## config.mk

```make
export PLATFORM = sky130hd
export DESIGN_NAME = ripple_carry_adder
export DESIGN_NICKNAME = d
export VERILOG_FILES = /design/src/rtl/alu_pkg.sv /design/src/rtl/full_adder.sv /design/src/rtl/ripple_carry_adder.sv
export SDC_FILE = /design/constraint.sdc
export NUM_CORES = 1
export LEC_CHECK = 0
export CAP_MARGIN = 40
export CORE_AREA = 2 2 39 41
export DETAILED_ROUTE_END_ITERATION = 8
export DIE_AREA = 0 0 41 43
export GPL_TIMING_DRIVEN = 0
export PLACE_DENSITY = 0.77
export SLEW_MARGIN = 25
export SYNTH_ARGS = -nofsm -noshare
export SYNTH_HDL_FRONTEND = slang
export SYNTH_SLANG_ARGS = --single-unit
```

## constraint.sdc

```tcl
create_clock -name vclk -period 6.61
set_input_delay 0.661 -clock vclk [all_inputs]
set_output_delay 0.661 -clock vclk [all_outputs]
set_load 0.1 [all_outputs]
```

## src/rtl/alu_pkg.sv

```systemverilog
// Shared ALU encodings for the operation select and operand interpretation mode.
// Latency: none (constants only).
// Backpressure: not applicable.
package alu_pkg;

    // add_sub_b encodings
    localparam logic OP_ADD = 1'b0;
    localparam logic OP_SUB = 1'b1;

    // sign encodings
    localparam logic MODE_UNSIGNED = 1'b0;
    localparam logic MODE_SIGNED   = 1'b1;

endpackage : alu_pkg

```

## src/rtl/full_adder.sv

```systemverilog
// One-bit full adder cell, the building block of the ripple-carry chain.
// Latency: combinational.
// Backpressure: none; always accepts inputs.
//
// Ports:
//   a, b  operand bits
//   cin   carry in from the next-lower stage
//   s     sum bit
//   cout  carry out to the next-higher stage
module full_adder (
    input  logic a,
    input  logic b,
    input  logic cin,
    output logic s,
    output logic cout
);

    always_comb begin
        s    = a ^ b ^ cin;
        cout = (a & b) | (cin & (a ^ b));
    end

endmodule : full_adder

```

## src/rtl/ripple_carry_adder.sv

```systemverilog
// N-bit ripple-carry adder/subtractor with zero/negative/carry/overflow flags.
// Latency: 0 cycles when REGISTER_OUTPUT=0, 1 cycle when REGISTER_OUTPUT=1.
// Backpressure: none; a new result is produced for every input set.
//
// Ports:
//   clk        clock, used only by the optional output register
//   rst        synchronous active-high reset of the output register
//   add_sub_b  0 = in1+in2, 1 = in1-in2
//   sign       0 = unsigned, 1 = two's-complement (gates n and v)
//   in1, in2   operands
//   out        result modulo 2^BUS_WIDTH
//   z, n, c, v zero, negative, carry (no-borrow on subtract), signed overflow
module ripple_carry_adder
    import alu_pkg::*;
#(
    parameter int BUS_WIDTH       = 8,
    parameter bit REGISTER_OUTPUT = 1'b0
) (
    input  logic                 clk,
    input  logic                 rst,
    input  logic                 add_sub_b,
    input  logic                 sign,
    input  logic [BUS_WIDTH-1:0] in1,
    input  logic [BUS_WIDTH-1:0] in2,
    output logic [BUS_WIDTH-1:0] out,
    output logic                 z,
    output logic                 n,
    output logic                 c,
    output logic                 v
);

    typedef struct packed {
        logic [BUS_WIDTH-1:0] sum;
        logic                 z;
        logic                 n;
        logic                 c;
        logic                 v;
    } res_t;

    // Value the register holds after reset: zero result, so z is set.
    localparam res_t RES_RESET = '{sum: '0, z: 1'b1, n: 1'b0, c: 1'b0, v: 1'b0};

    logic [BUS_WIDTH-1:0] b_eff;
    logic [BUS_WIDTH-1:0] sum;
    logic [BUS_WIDTH:0]   carry;

    // Subtract is in1 + ~in2 + 1: invert B and inject the +1 as carry-in.
    always_comb begin
        b_eff    = in2 ^ {BUS_WIDTH{add_sub_b == OP_SUB}};
        carry[0] = (add_sub_b == OP_SUB);
    end

    for (genvar i = 0; i < BUS_WIDTH; i++) begin : g_fa
        full_adder u_fa (
            .a    (in1[i]),
            .b    (b_eff[i]),
            .cin  (carry[i]),
            .s    (sum[i]),
            .cout (carry[i+1])
        );
    end

    res_t res_comb;
    res_t res_d;
    res_t res_q;

    always_comb begin
        res_comb.sum = sum;
        res_comb.z   = (sum == '0);
        res_comb.n   = (sign == MODE_SIGNED) & sum[BUS_WIDTH-1];
        res_comb.c   = carry[BUS_WIDTH];
        // Signed overflow: carry into the MSB disagrees with carry out of it.
        res_comb.v   = (sign == MODE_SIGNED) & (carry[BUS_WIDTH-1] ^ carry[BUS_WIDTH]);
    end

    // Reset wins over capture, so an in-flight result is simply discarded.
    always_comb begin
        res_d = res_comb;
        if (rst) begin
            res_d = RES_RESET;
        end
    end

    // The register is always described; in combinational mode nothing reads it.
    always_ff @(posedge clk) begin
        res_q <= res_d;
    end

    res_t res_out;

    always_comb begin
        res_out = REGISTER_OUTPUT ? res_q : res_comb;
        out     = res_out.sum;
        z       = res_out.z;
        n       = res_out.n;
        c       = res_out.c;
        v       = res_out.v;
    end

endmodule : ripple_carry_adder

```

==> metrics.md <==
| Metric | Value |
|---|---|
| Switch Pwr | `0.165 mW` |
| Number of setup violations in the final report | `0` |
| Die area | `0.00176 mm²` |
| Smallest hold slack | `2520 ps` |
| Placed Instances | `101` |
| Crit-path most repeated cell | `fa_1` |
| Worst stage delay on the critical path | `560 ps` |
| Grt ovf | `0` |
| Syn_nets | `71` |
| CLK BUF | `0` |
| CORE AREA | `0.00138 mm²` |
| Clk network pwr share | `0` |
| Seq. cell area | `0 µm²` |
| Seq pwr share | `0` |
| Antenna violations before repair | `0` |
| Crit path kind | `primary input to output port` |
| Tightest Pin Transition | `235 ps` |
| Pins Over Slew Limit | `0` |
| CP Data Arrival Time | `5300 ps` |
| Sequential cell count | `0` |
| Share of cells above drive strength 1 | `0.259` |
| Maximum vdd ir drop | `0.167 mV` |
| Via count | `399` |
| Vias in the first global route | `425` |
| Fin crit share | `0.902` |
| Combinational Power Share | `1.000` |
| Ys Warns | `0` |
| RePlAce Congestion | `0.647` |
| Post-synthesis sequential area ratio | `0` |
| Die height | `43 µm` |
| Residual DRC | `0` |
| Iteration-0 DRC count of the detailed router | `0` |
| CP endpoint | `z` |
| Total I/O pin count | `32` |
| # nets final | `114` |
| Status | `finished clean` |
| Number of detailed-route iterations in the first pass | `1` |
| Hold Crit Class | `primary input to output port` |
| Worst path slowest cell | `clkdlybuf4s50_1` |
| Post-CTS Setup Repair Bufs | `0` |
| Wire per inst | `10.0 µm` |
| Resized Gates After CTS | `0` |
| Largest net degree at the start of global routing | `9` |
| ANT nets after route | `0` |
| Post-layout min period | `5960 ps` |
| Area of the multi-input gates | `269 µm²` |
| RSZ-0062 raised after global routing | `no` |
| CP cell instances | `clkdlybuf4s50_1, mux2i_1, fa_1, fa_1, fa_1, inv_1, fa_1, inv_1, fa_1, fa_1, inv_1, fa_1, nand4bb_1, nor4_2, clkdlybuf4s50_1, buf_8` |
| GRT Util Overall | `0.139` |
| Setup WS post-layout | `649 ps` |
| Max Freq | `0.168 GHz` |
| Hpwl dp | `1000 µm` |
| P_int | `0.111 mW` |
| Synth cell types | `10` |
| Crit end category | `output port` |
| Std-Cell Rows | `14` |
| Switching Fraction | `0.598` |
| First-pass GRT wire length | `1710 µm` |
| Critical Path RT | `5950 ps` |
| CP startpoint | `in2[0]` |
| Fillers | `121` |
| Starting Density | `0.278` |
| Max cap viols | `0` |
| Vias per cell | `3.95` |
| Pre-CTS setup slack | `633 ps` |
| LEAKAGE | `0.405 nW` |
| Hold buffers post-CTS | `0` |
| Total negative slack | `0 ps` |
| Mapped Area | `385 µm²` |
| Final cell count without fillers | `101` |
| PortBufs | `29` |
| Worst Path Max Fanout | `3` |
| Area growth syn-to-layout | `127%` |
| Setup crit start kind | `primary input` |
| Syn_area_per_cell | `8.76 µm²` |
| Pwr Density | `314 mW/mm²` |
| Die width | `41 µm` |
| Most common cell after layout, fill and taps aside | `clkdlybuf4s50_1` |
| Most frequent cells in the layout | `29 x clkdlybuf4s50_1, 13 x inv_1, 12 x buf_8` |
| Ant. Diodes | `0` |
| Fin. Hold Viols | `0` |
| Mapped Cells | `44` |
| Relative slew slack | `0.843` |
| Final wirelength | `1010 µm` |
==> area by class of cell <==
| type | count | share of cell area |
|---|---|---|
| inverter | 13 | 0.0557 |
| multi-input combinational | 22 | 0.307 |
| tap | 16 | 0.0229 |
| buffer | 9 | 0.0771 |
| timing repair buffer | 41 | 0.537 |
==> worst min path at each step <==
stage / cells past startpoint / startpoint / to
final: 4 / sign / v
after global routing: 4 / sign / v
after CTS: 4 / sign / v
after detailed placement: 4 / sign / v
after global placement: 3 / sign / n
after floorplan: 2 / in2[0] / out[0]
==> cells by family after synthesis <==
family        Yosys count  synth area share
mux                     1            0.0260
simple gates            5             0.104
xor+xnor                9             0.205
fa+ha+maj               7             0.364
buf+inv                22             0.302
==> power by group through the flow <==
stage	registers, mW	logic [mW]	clock network [mW]
after floorplan	0	0.174	0
after global placement	0	0.219	0
after detailed placement	0	0.278	0
after CTS	0	0.279	0
after global routing	0	0.288	0
final	0	0.275	0
==> synthesized netlist by cell type <==
cell,n,area (µm²)
inv_1,13,48.8
buf_4,9,67.6
fa_1,7,140
xnor2_1,6,52.6
xor2_1,3,26.3
and2_1,2,12.5
mux2i_1,1,10.0
nand2_1,1,3.75
nand4bb_1,1,11.3
nor4_2,1,12.5
==> critical path, delay by kind of cell <==
family,cells,cell delay (ps)
fa+ha+maj,7,2560
buf+inv,6,1510
mux,1,100
simple gates,2,460
==> per-layer routing <==
metal | routed length, µm | global-route usage | vias to the layer above
met5 | 0 | 0 | -
met4 | 0 | 0 | 0
met3 | 67 | 0.0105 | 0
met2 | 659 | 0.306 | 18
met1 | 283 | 0.124 | 183
li1 | - | - | 198
==> metrics by stage <==
stage               total power [mW]  utilization  cell area (µm²)
floorplan                      0.174            -              385
global placement               0.219        0.503              696
detailed placement             0.278        0.633              876
CTS                            0.279        0.633              876
global route                   0.288        0.633              876
finish                         0.275        0.633              876
Note: power is estimated with default switching activity, not from simulation.
